### src/rtl/cache_ctrl_if.sv
// Bus bundle for cache_ctrl: core request/response, cache read/write channels,
// line-fetch memory port and performance counters.
interface cache_ctrl_if;
    localparam int unsigned ADDR_W  = 32;
    localparam int unsigned WORD_W  = 32;
    localparam int unsigned TAG_W   = 20;
    localparam int unsigned SET_W   = 7;
    localparam int unsigned OFF_W   = 3;
    localparam int unsigned IDX_W   = 10;
    localparam int unsigned WR_W    = 277;
    localparam int unsigned CNT_W   = 32;

    logic              req_valid;
    logic [ADDR_W-1:0] req_addr;
    logic              req_ready;
    logic              resp_valid;
    logic              resp_ready;
    logic [WORD_W-1:0] resp_data;

    logic              cache_op_read;
    logic [SET_W-1:0]  cache_read_index;
    logic [TAG_W-1:0]  cache_read_tag;
    logic [OFF_W-1:0]  cache_read_word_addr;
    logic              cache_read_hit;
    logic [WORD_W-1:0] cache_read_word_data;

    logic [WR_W-1:0]   cache_write_data;
    logic [IDX_W-1:0]  cache_write_index;
    logic              cache_write_on_demand;
    logic              cache_write_word_valid;

    logic              mem_req_valid;
    logic              mem_req_ready;
    logic [ADDR_W-1:0] mem_req_addr;
    logic              mem_rsp_valid;
    logic [WORD_W-1:0] mem_rsp_data;

    logic [CNT_W-1:0]  hit_count;
    logic [CNT_W-1:0]  miss_count;

    modport master (
        input  req_valid, req_addr, resp_ready,
        input  cache_read_hit, cache_read_word_data,
        input  mem_req_ready, mem_rsp_valid, mem_rsp_data,
        output req_ready, resp_valid, resp_data,
        output cache_op_read, cache_read_index, cache_read_tag, cache_read_word_addr,
        output cache_write_data, cache_write_index, cache_write_on_demand, cache_write_word_valid,
        output mem_req_valid, mem_req_addr,
        output hit_count, miss_count
    );

    modport slave (
        output req_valid, req_addr, resp_ready,
        output cache_read_hit, cache_read_word_data,
        output mem_req_ready, mem_rsp_valid, mem_rsp_data,
        input  req_ready, resp_valid, resp_data,
        input  cache_op_read, cache_read_index, cache_read_tag, cache_read_word_addr,
        input  cache_write_data, cache_write_index, cache_write_on_demand, cache_write_word_valid,
        input  mem_req_valid, mem_req_addr,
        input  hit_count, miss_count
    );
endinterface

### src/rtl/cache_ctrl.sv
// Read-request controller for the 8-way, 128-set data cache: init sweep, tag
// lookup, line refill from memory with per-set round-robin victim selection.
module cache_ctrl (
    input  logic         clk,
    input  logic         rst,
    cache_ctrl_if.master bus
);
    localparam int unsigned LINE_WORDS      = 8;
    localparam int unsigned TAG_FIELD       = 20;
    localparam int unsigned DATA_FIELD      = 32 * LINE_WORDS;
    localparam int unsigned CACHELINE_COUNT = 1024;
    localparam int unsigned SET_COUNT       = 128;
    localparam int unsigned SET_W           = 7;
    localparam int unsigned WAY_W           = 3;
    localparam int unsigned OFF_W           = 3;
    localparam int unsigned IDX_W           = 10;
    localparam int unsigned WR_W            = 1 + TAG_FIELD + DATA_FIELD;
    localparam int unsigned CNT_W           = 32;

    localparam logic [2:0] S_INIT       = 3'd0;
    localparam logic [2:0] S_IDLE       = 3'd1;
    localparam logic [2:0] S_LOOKUP     = 3'd2;
    localparam logic [2:0] S_MISS_REQ   = 3'd3;
    localparam logic [2:0] S_REFILL     = 3'd4;
    localparam logic [2:0] S_FILL_WRITE = 3'd5;
    localparam logic [2:0] S_RESPOND    = 3'd6;

    logic [2:0]            state_q, state_n;
    logic [IDX_W-1:0]      init_cnt_q, init_cnt_n;
    logic [TAG_FIELD-1:0]  tag_q, tag_n;
    logic [SET_W-1:0]      set_q, set_n;
    logic [OFF_W-1:0]      word_q, word_n;
    logic [OFF_W-1:0]      beat_q, beat_n;
    logic [DATA_FIELD-1:0] fill_buf_q, fill_buf_n;
    logic [WAY_W-1:0]      rr_ptr [SET_COUNT];
    logic                  rr_adv;

    logic                  req_ready_q, resp_valid_q, op_read_q, mem_req_valid_q;
    logic [31:0]           resp_data_q, resp_data_n;
    logic [WR_W-1:0]       wr_data_q, wr_data_n;
    logic [IDX_W-1:0]      wr_index_q, wr_index_n;
    logic                  wr_demand_q, wr_demand_n;
    logic                  wr_sweep_q, wr_sweep_n;
    logic [CNT_W-1:0]      hit_q, hit_n, miss_q, miss_n;

    // Byte offset is irrelevant for word reads.
    logic unused_byte_bits;
    assign unused_byte_bits = ^bus.req_addr[1:0];

    // Next-state, datapath and next-output logic.
    always_comb begin
        state_n     = state_q;
        init_cnt_n  = init_cnt_q;
        tag_n       = tag_q;
        set_n       = set_q;
        word_n      = word_q;
        beat_n      = beat_q;
        fill_buf_n  = fill_buf_q;
        resp_data_n = resp_data_q;
        wr_data_n   = '0;
        wr_index_n  = '0;
        wr_demand_n = 1'b0;
        wr_sweep_n  = 1'b0;
        hit_n       = hit_q;
        miss_n      = miss_q;
        rr_adv      = 1'b0;
        case (state_q)
            S_INIT: begin
                // Leave once the strobe for the last line is on the bus.
                if (wr_sweep_q && (wr_index_q == IDX_W'(CACHELINE_COUNT - 1))) begin
                    state_n = S_IDLE;
                end else begin
                    wr_sweep_n = 1'b1;
                    wr_index_n = init_cnt_q;
                    init_cnt_n = init_cnt_q + IDX_W'(1);
                end
            end
            S_IDLE: begin
                if (bus.req_valid) begin
                    tag_n   = bus.req_addr[31:12];
                    set_n   = bus.req_addr[11:5];
                    word_n  = bus.req_addr[4:2];
                    state_n = S_LOOKUP;
                end
            end
            S_LOOKUP: begin
                if (bus.cache_read_hit) begin
                    resp_data_n = bus.cache_read_word_data;
                    if (hit_q != '1) hit_n = hit_q + CNT_W'(1);
                    state_n = S_RESPOND;
                end else begin
                    if (miss_q != '1) miss_n = miss_q + CNT_W'(1);
                    state_n = S_MISS_REQ;
                end
            end
            S_MISS_REQ: begin
                if (bus.mem_req_ready) begin
                    beat_n  = '0;
                    state_n = S_REFILL;
                end
            end
            S_REFILL: begin
                if (bus.mem_rsp_valid) begin
                    fill_buf_n[{beat_q, 5'd0} +: 32] = bus.mem_rsp_data;
                    beat_n = beat_q + OFF_W'(1);
                    // The last beat goes straight into the write payload.
                    if (beat_q == OFF_W'(LINE_WORDS - 1)) begin
                        wr_demand_n = 1'b1;
                        wr_index_n  = {rr_ptr[set_q], set_q};
                        wr_data_n   = {1'b1, tag_q, fill_buf_n};
                        state_n     = S_FILL_WRITE;
                    end
                end
            end
            S_FILL_WRITE: begin
                rr_adv      = 1'b1;
                resp_data_n = fill_buf_q[{word_q, 5'd0} +: 32];
                state_n     = S_RESPOND;
            end
            S_RESPOND: begin
                if (bus.resp_ready) state_n = S_IDLE;
            end
            default: state_n = S_INIT;
        endcase
    end

    // State, datapath and output registers.
    always_ff @(posedge clk) begin
        if (!rst) begin
            state_q         <= S_INIT;
            init_cnt_q      <= '0;
            tag_q           <= '0;
            set_q           <= '0;
            word_q          <= '0;
            beat_q          <= '0;
            fill_buf_q      <= '0;
            req_ready_q     <= 1'b0;
            resp_valid_q    <= 1'b0;
            op_read_q       <= 1'b0;
            mem_req_valid_q <= 1'b0;
            resp_data_q     <= '0;
            wr_data_q       <= '0;
            wr_index_q      <= '0;
            wr_demand_q     <= 1'b0;
            wr_sweep_q      <= 1'b0;
            hit_q           <= '0;
            miss_q          <= '0;
        end else begin
            state_q         <= state_n;
            init_cnt_q      <= init_cnt_n;
            tag_q           <= tag_n;
            set_q           <= set_n;
            word_q          <= word_n;
            beat_q          <= beat_n;
            fill_buf_q      <= fill_buf_n;
            req_ready_q     <= (state_n == S_IDLE);
            resp_valid_q    <= (state_n == S_RESPOND);
            op_read_q       <= (state_n == S_LOOKUP);
            mem_req_valid_q <= (state_n == S_MISS_REQ);
            resp_data_q     <= resp_data_n;
            wr_data_q       <= wr_data_n;
            wr_index_q      <= wr_index_n;
            wr_demand_q     <= wr_demand_n;
            wr_sweep_q      <= wr_sweep_n;
            hit_q           <= hit_n;
            miss_q          <= miss_n;
        end
    end

    // Per-set victim pointers; only a completed refill advances one.
    always_ff @(posedge clk) begin
        if (!rst) begin
            for (int unsigned i = 0; i < SET_COUNT; i++) rr_ptr[i] <= '0;
        end else if (rr_adv) begin
            rr_ptr[set_q] <= rr_ptr[set_q] + WAY_W'(1);
        end
    end

    assign bus.req_ready              = req_ready_q;
    assign bus.resp_valid             = resp_valid_q;
    assign bus.resp_data              = resp_data_q;
    assign bus.cache_op_read          = op_read_q;
    assign bus.cache_read_index       = set_q;
    assign bus.cache_read_tag         = tag_q;
    assign bus.cache_read_word_addr   = word_q;
    assign bus.cache_write_data       = wr_data_q;
    assign bus.cache_write_index      = wr_index_q;
    assign bus.cache_write_on_demand  = wr_demand_q;
    assign bus.cache_write_word_valid = wr_sweep_q;
    assign bus.mem_req_valid          = mem_req_valid_q;
    assign bus.mem_req_addr           = {tag_q, set_q, 5'b0};
    assign bus.hit_count              = hit_q;
    assign bus.miss_count             = miss_q;
endmodule

### src/flat_wrapper.sv
// flat-port wrapper written by rule: the top's interface ports become plain ports
module cache_ctrl_flat 
  (clk, rst, bus_req_valid, bus_req_addr, bus_resp_ready, bus_cache_read_hit, bus_cache_read_word_data, bus_mem_req_ready, bus_mem_rsp_valid, bus_mem_rsp_data, bus_req_ready, bus_resp_valid, bus_resp_data, bus_cache_op_read, bus_cache_read_index, bus_cache_read_tag, bus_cache_read_word_addr, bus_cache_write_data, bus_cache_write_index, bus_cache_write_on_demand, bus_cache_write_word_valid, bus_mem_req_valid, bus_mem_req_addr, bus_hit_count, bus_miss_count);
  cache_ctrl_if bus_i ();
  input  logic clk;
  input  logic rst;
  input wire logic [$bits(bus_i.req_valid)-1:0] bus_req_valid;
  input wire logic [$bits(bus_i.req_addr)-1:0] bus_req_addr;
  input wire logic [$bits(bus_i.resp_ready)-1:0] bus_resp_ready;
  input wire logic [$bits(bus_i.cache_read_hit)-1:0] bus_cache_read_hit;
  input wire logic [$bits(bus_i.cache_read_word_data)-1:0] bus_cache_read_word_data;
  input wire logic [$bits(bus_i.mem_req_ready)-1:0] bus_mem_req_ready;
  input wire logic [$bits(bus_i.mem_rsp_valid)-1:0] bus_mem_rsp_valid;
  input wire logic [$bits(bus_i.mem_rsp_data)-1:0] bus_mem_rsp_data;
  output wire logic [$bits(bus_i.req_ready)-1:0] bus_req_ready;
  output wire logic [$bits(bus_i.resp_valid)-1:0] bus_resp_valid;
  output wire logic [$bits(bus_i.resp_data)-1:0] bus_resp_data;
  output wire logic [$bits(bus_i.cache_op_read)-1:0] bus_cache_op_read;
  output wire logic [$bits(bus_i.cache_read_index)-1:0] bus_cache_read_index;
  output wire logic [$bits(bus_i.cache_read_tag)-1:0] bus_cache_read_tag;
  output wire logic [$bits(bus_i.cache_read_word_addr)-1:0] bus_cache_read_word_addr;
  output wire logic [$bits(bus_i.cache_write_data)-1:0] bus_cache_write_data;
  output wire logic [$bits(bus_i.cache_write_index)-1:0] bus_cache_write_index;
  output wire logic [$bits(bus_i.cache_write_on_demand)-1:0] bus_cache_write_on_demand;
  output wire logic [$bits(bus_i.cache_write_word_valid)-1:0] bus_cache_write_word_valid;
  output wire logic [$bits(bus_i.mem_req_valid)-1:0] bus_mem_req_valid;
  output wire logic [$bits(bus_i.mem_req_addr)-1:0] bus_mem_req_addr;
  output wire logic [$bits(bus_i.hit_count)-1:0] bus_hit_count;
  output wire logic [$bits(bus_i.miss_count)-1:0] bus_miss_count;
  assign bus_i.req_valid = bus_req_valid;
  assign bus_i.req_addr = bus_req_addr;
  assign bus_i.resp_ready = bus_resp_ready;
  assign bus_i.cache_read_hit = bus_cache_read_hit;
  assign bus_i.cache_read_word_data = bus_cache_read_word_data;
  assign bus_i.mem_req_ready = bus_mem_req_ready;
  assign bus_i.mem_rsp_valid = bus_mem_rsp_valid;
  assign bus_i.mem_rsp_data = bus_mem_rsp_data;
  assign bus_req_ready = bus_i.req_ready;
  assign bus_resp_valid = bus_i.resp_valid;
  assign bus_resp_data = bus_i.resp_data;
  assign bus_cache_op_read = bus_i.cache_op_read;
  assign bus_cache_read_index = bus_i.cache_read_index;
  assign bus_cache_read_tag = bus_i.cache_read_tag;
  assign bus_cache_read_word_addr = bus_i.cache_read_word_addr;
  assign bus_cache_write_data = bus_i.cache_write_data;
  assign bus_cache_write_index = bus_i.cache_write_index;
  assign bus_cache_write_on_demand = bus_i.cache_write_on_demand;
  assign bus_cache_write_word_valid = bus_i.cache_write_word_valid;
  assign bus_mem_req_valid = bus_i.mem_req_valid;
  assign bus_mem_req_addr = bus_i.mem_req_addr;
  assign bus_hit_count = bus_i.hit_count;
  assign bus_miss_count = bus_i.miss_count;
  cache_ctrl u_core (.clk(clk), .rst(rst), .bus(bus_i));
endmodule
### config.mk
export PLATFORM = sky130hd
export DESIGN_NAME = cache_ctrl_flat
export DESIGN_NICKNAME = d
export VERILOG_FILES = /design/src/rtl/cache_ctrl_if.sv /design/src/rtl/cache_ctrl.sv /design/src/flat_wrapper.sv
export SDC_FILE = /design/constraint.sdc
export NUM_CORES = 2
export LEC_CHECK = 0
export CORE_ASPECT_RATIO = 0.75
export CORE_MARGIN = 4
export CORE_UTILIZATION = 56
export CTS_CLUSTER_DIAMETER = 50
export CTS_CLUSTER_SIZE = 20
export DETAILED_ROUTE_END_ITERATION = 7
export PLACE_DENSITY = 0.79
export SLEW_MARGIN = 30
export SYNTH_ARGS = -nofsm -noshare
export SYNTH_HDL_FRONTEND = slang
export SYNTH_SLANG_ARGS = --single-unit
### constraint.sdc
create_clock -name clk -period 4.3 [get_ports clk]
set_clock_uncertainty 0.2 [all_clocks]
set_input_delay 1.075 -clock clk [delete_from_list [all_inputs] [get_ports clk]]
set_output_delay 1.075 -clock clk [all_outputs]
set_load 0.01 [all_outputs]
# Yosys cells after proc, flatten, opt, wreduce, memory -nomap -nowiden

Memories as Yosys holds them, arrays and structs flattened. A register that Yosys moved wholly into a read port is not among the register bits.
Index checks and enable logic that the tools add are counted.

Input bits: 103
ROM bits: 0
Bits in latches: 0
Memory bits (writable): 384
Logic and storage cells: 94
Memories kept: 1
Flip-flop bits (word level): 691
Output and inout port bits: 451

$mul: 0
Divide/modulo/power cells: 0
Bitwise gates (word level): 2
Reductions and logical operators: 15
$add $sub $neg: 6
Multiplexer cells: 31
Order comparisons: 0
Eq/ne operators: 17
Shifts and indexed selects: 3

Memories:

| memory        | depth | width | read ports | clocked after Yosys merged registers in | wr ports | RTL line         | text |
|---|---|---|---|---|---|---|---|
| u_core.rr_ptr | 128   | 3     | 1          | 1                                       | 128      | cache_ctrl.sv:35 | `logic [WAY_W-1:0] rr_ptr [SET_COUNT];` |

Operator list:

| cell                      | number |
|---|---|
| $mux 277                  | 1 |
| $bwmux 256                | 1 |
| $shift 32x10->256 const A | 1 |
| $shiftx 256x9->32         | 1 |
| $shiftx 32x10->256        | 1 |
| $add 32x1->32 const B     | 2 |
| $ne 32x32->1 const B      | 2 |
| $pmux 32 s2               | 1 |
| $mux 32                   | 1 |
| $mux 10                   | 3 |
| $mux 3                    | 10 |
| $mux 7                    | 3 |
| $pmux 3 s7                | 1 |
| $pmux 10 s2               | 1 |
| $eq 3x3->1 const B        | 5 |
| $eq 3x2->1 const B        | 4 |
| $reduce_and 3->1          | 4 |
| $add 10x1->10 const B     | 1 |
| $eq 10x10->1 const B      | 1 |
| $neg 8->10                | 1 |
| $reduce_and 2->1          | 5 |
| $mux 1                    | 8 |
| $add 3x1->3 const B       | 2 |
| $eq 3x1->1 const B        | 2 |
| other kinds (8)           | 12 |

# Depth between registers and ports, before layout

Depth after elaboration: 7
Gate-level depth with buffers: 16
Gate-level depth less buffers: 9

# Least setup slack after synthesis

Ideal clock, no wire load.

Kind: reg-to-reg
Start: reg (tool-made name)
End: mem u_core.rr_ptr[31][2] (data pin)
Required time: 3.845 ns
Slack: 0.998 ns
Arrival time: 2.847 ns
Period minus slack after synthesis: 3.302 ns
Setup time: 0.255 ns
Path buffers: 8
Cell stages (with the launch flop): 17
Path through: dfxtp_1 > buf_4 > buf_12 > buf_12 > buf_12 > buf_6 > buf_6 > mux2i_1 > a221oi_1 > o22ai_1 > o311ai_0 > and4_1 > ha_1 > xor2_1 > buf_6 > buf_12 > nor2_4

RTL lines:

| element   | RTL line |
|---|---|
| to (decl) | cache_ctrl.sv:35 |

==> results.toml <==
[logic_synthesis]
yosys_warnings = 0
synthTopCellsByArea = "dfxtp_1 30%, edfxtp_1 25%, nand2_1 11%, a21oi_1 6.3%, mux2i_1 4.9%"
synth.most_common_cell = "nand2_1"
synth-async-reset-ratio = 0
synthFlopType = "dfxtp_1"
synth_top_area_share = 0.301
synthCells = 4839
synth_edf_count = 384
yosys-top-cells-count = "1396 x nand2_1, 697 x dfxtp_1, 579 x a21oi_1"
yosys_register_bits = 1081
synth_cell_types = 57
synth.largest_area_cell = "dfxtp_1"
ys_seq_area_frac = 0.550
synth.avg_cell_area_um2 = 9.57
syn-cell-area_mm2 = 0.0463

[sta]
slew_viol_final = 0
fin_ws_ns = 0.168
final.setup.tns_ns = 0
hold_viol_final = 0
max_slew_margin = 0.352
setup_viol = 0
fin_crit_ns = 4.13
fin_crit_sh = 0.961
tightest_slew_ns = 0.965
grt_setup_unrepaired = "no"
timing.fmax_ghz = 0.242
holdWs_ns = 0.269

[critical_path]
cp_cell_sequence = "and2_2, buf_12, buf_4, a22o_1, a221oi_1, o22ai_1, o21ai_0, and4_4, ha_2, xor2_4, buf_12, buf_12, nor2_4"
start_kind = "register"
slowest_delay_ns = 0.49
path_max_fanout = 19
crit_path_end_kind = "register"
cp.required_ns = 4.50
worstSetupPathType = "register to register"
crit_buf_inv = 4
timing.critical_path.mode_cell = "buf_12"
arrival_ns = 4.33
crit_family = "compound AO/OA/AOI/OAI gates"
critPathSlowestCell = "a221oi_1"

[route]
vias_per_cell = 6.06
drc = 0
routedWlPerCell_um = 23.6
drt_wl_total_um = 149000
postRouteAntennaNets = 0
drt-initial-drc-count = 4780
vias = 38300
drtPass1Iterations = 6

[power]
clkPwrFrac = 0.419
power_density_mw_per_mm2 = 358
p_leak_nw = 18.2
p_comb_frac = 0.036
p_int_mw = 15.1
vdd_drop_max_uv = 308
p_sw_mw = 4.67
seq_power_share = 0.545
p_sw_frac = 0.236

[grt]
grt_usage = 0.331
grt_pass1_vias = 36800
grt_start_max_net_pins = 130
antenna_found_initial = 16
grt-ovfl-total = 0
grt_pass1_wl_um = 224000

[layout]
fillers = 6114
area_growth_pct = 19.6
final_util = 0.675
design_area_mm2 = 0.0554
nNetsFinal = 5252
drive_gt1_frac = 0.0955

[placement]
placed_cell_area_mm2 = 0.0525
port_buffers = 546
dpl_worst_slack_ns = 0.329
gp_congestion = 0.889
place_hpwl_um = 95600

[die]
rows = 91
ios = 554
start_util = 0.564
die_w_um = 340
fp.dieArea_mm2 = 0.0875
die_h_um = 257
coreArea_mm2 = 0.0821

[clocking]
htree_levels = 3
clkTransAtPathRegs_ns = 0.09
cts_tree = "yes"
clockBufferDepth = 3
hold_buffers = 0
cts_inserted_buffers = 84
clk_latency_ns = 0.67
cts_setup_buffers = 0
root_buffer = "clkbuf_16"
cts_resized = 0
cts_sinks = 1081

[worst_hold_path]
hp-class = "register to register"

[status]
outcome = "finished, final reports clean"

[flow_run]
maxCapViolCount = 0
## metrics by stage
step | power [mW] | std cells
floorplan | 11.5 | 4843
global placement | 11.7 | 6171
detailed placement | 11.7 | 6171
CTS | 19.8 | 6320
global route | 20.3 | 6324
finish | 19.8 | 6326
## registers in the layout (all words and copies together) (netlist names), 3 cells and up, named ones only
register	count
u_core.bus.cache_write_data	276
u_core.rr_ptr	384
u_core.bus.cache_read_index	7
u_core.bus.resp_data	32
u_core.bus.cache_write_index	10
u_core.bus.cache_read_tag	20
u_core.bus.cache_read_word_addr	3
u_core.beat_q	3
u_core.bus.miss_count	32
u_core.bus.hit_count	32
u_core.state_q	3
u_core.init_cnt_q	10
u_core.fill_buf_q	256
## cell families after synthesis
logic type      count (synthesis)  synth area share
fa+ha+maj                       8           0.00216
mux                           290            0.0799
xor+xnor                       58            0.0110
other cells                     1         0.0000809
buf+inv                       482            0.0506
simple gates                 2112             0.206
flops                        1081             0.550
compound gates                807             0.100
## power by group through the flow
stage	combinational, mW	clock [mW]	sequential (mW)
CTS	0.708	8.34	10.8
floorplan	0.454	0	11.0
global route	0.762	8.73	10.8
global placement	0.689	0	11.0
finish	0.718	8.30	10.8
detailed placement	0.705	0	11.0
## path summary, 6_finish.rpt
kind              cells past startpoint  slack, ns                   start                      to
hold / removal                        2       0.27  u_core.fill_buf_q[166]  u_core.fill_buf_q[166]
hold reg to reg                       2       0.27  u_core.fill_buf_q[166]  u_core.fill_buf_q[166]
setup / recovery                     13       0.17                register    u_core.rr_ptr[39][2]
setup reg to reg                     13       0.17                register    u_core.rr_ptr[39][2]
## metal layers
layer  GRT usage  vias to the layer above  wire [um]
met2       0.506                     2512      66600
met4       0.159                       16       7660
met3      0.0848                      469      18300
met5     0.00164                        -        111
li1            -                    17000          -
met1       0.443                    18300      56300
## layout make-up
cell class	count	area (um^2)	share of cell area
Clock inverter	56	696	0.0126
Timing Repair Buffer	681	6850	0.124
Multi-Input combinational cell	3280	18700	0.338
Antenna cell	6	15.0	0.000271
Tap cell	1116	1400	0.0252
Inverter	13	56.3	0.00102
Sequential cell	1081	25500	0.460
Clock buffer	93	2190	0.0395
## cell usage in the layout (no fill, tap or decap), types with 7 or more instances in the layout
cell type        netlist  layout
a21oi_1              579     579
o22ai_1               15      15
a221oi_1              28      28
and3_1               144     144
and4_1                11      10
a22oi_1               49      49
ha_1                   8       7
nand2_1             1396    1394
mux2i_1              226     226
a22o_1                30      30
mux4_2                64      64
nor3_1                28      20
nor2_1               259     240
nand3_1               34      33
clkdlybuf4s50_1        0     545
nand2b_1              10      10
and2_1                33      32
inv_1                 13      12
xnor2_1               35      35
buf_4                 38     106
edfxtp_1             384     384
a211oi_1              65      65
xor2_1                23      22
clkinv_8               0      11
or3_1                 14      14
buf_12                15      30
clkbuf_16              0      86
o21ai_0               26      26
nand4_1               16      16
dfxtp_1              697     693
inv_8                  0      12
inv_6                  0      13
nor2b_1               41      39
nor2_4               100     101
nor2_2                 0      18
nor3_2                 0       7
## worst reg2reg max path: stages (launching register included)
cell and delay, ns:
dfxtp_1 0.38, and2_2 0.39, buf_12 0.24, buf_4 0.20, a22o_1 0.22, a221oi_1 0.49, o22ai_1 0.14, o21ai_0 0.28
and4_4 0.29, ha_2 0.23, xor2_4 0.23, buf_12 0.27, buf_12 0.25, nor2_4 0.05
(Power assumes the default switching activity.)
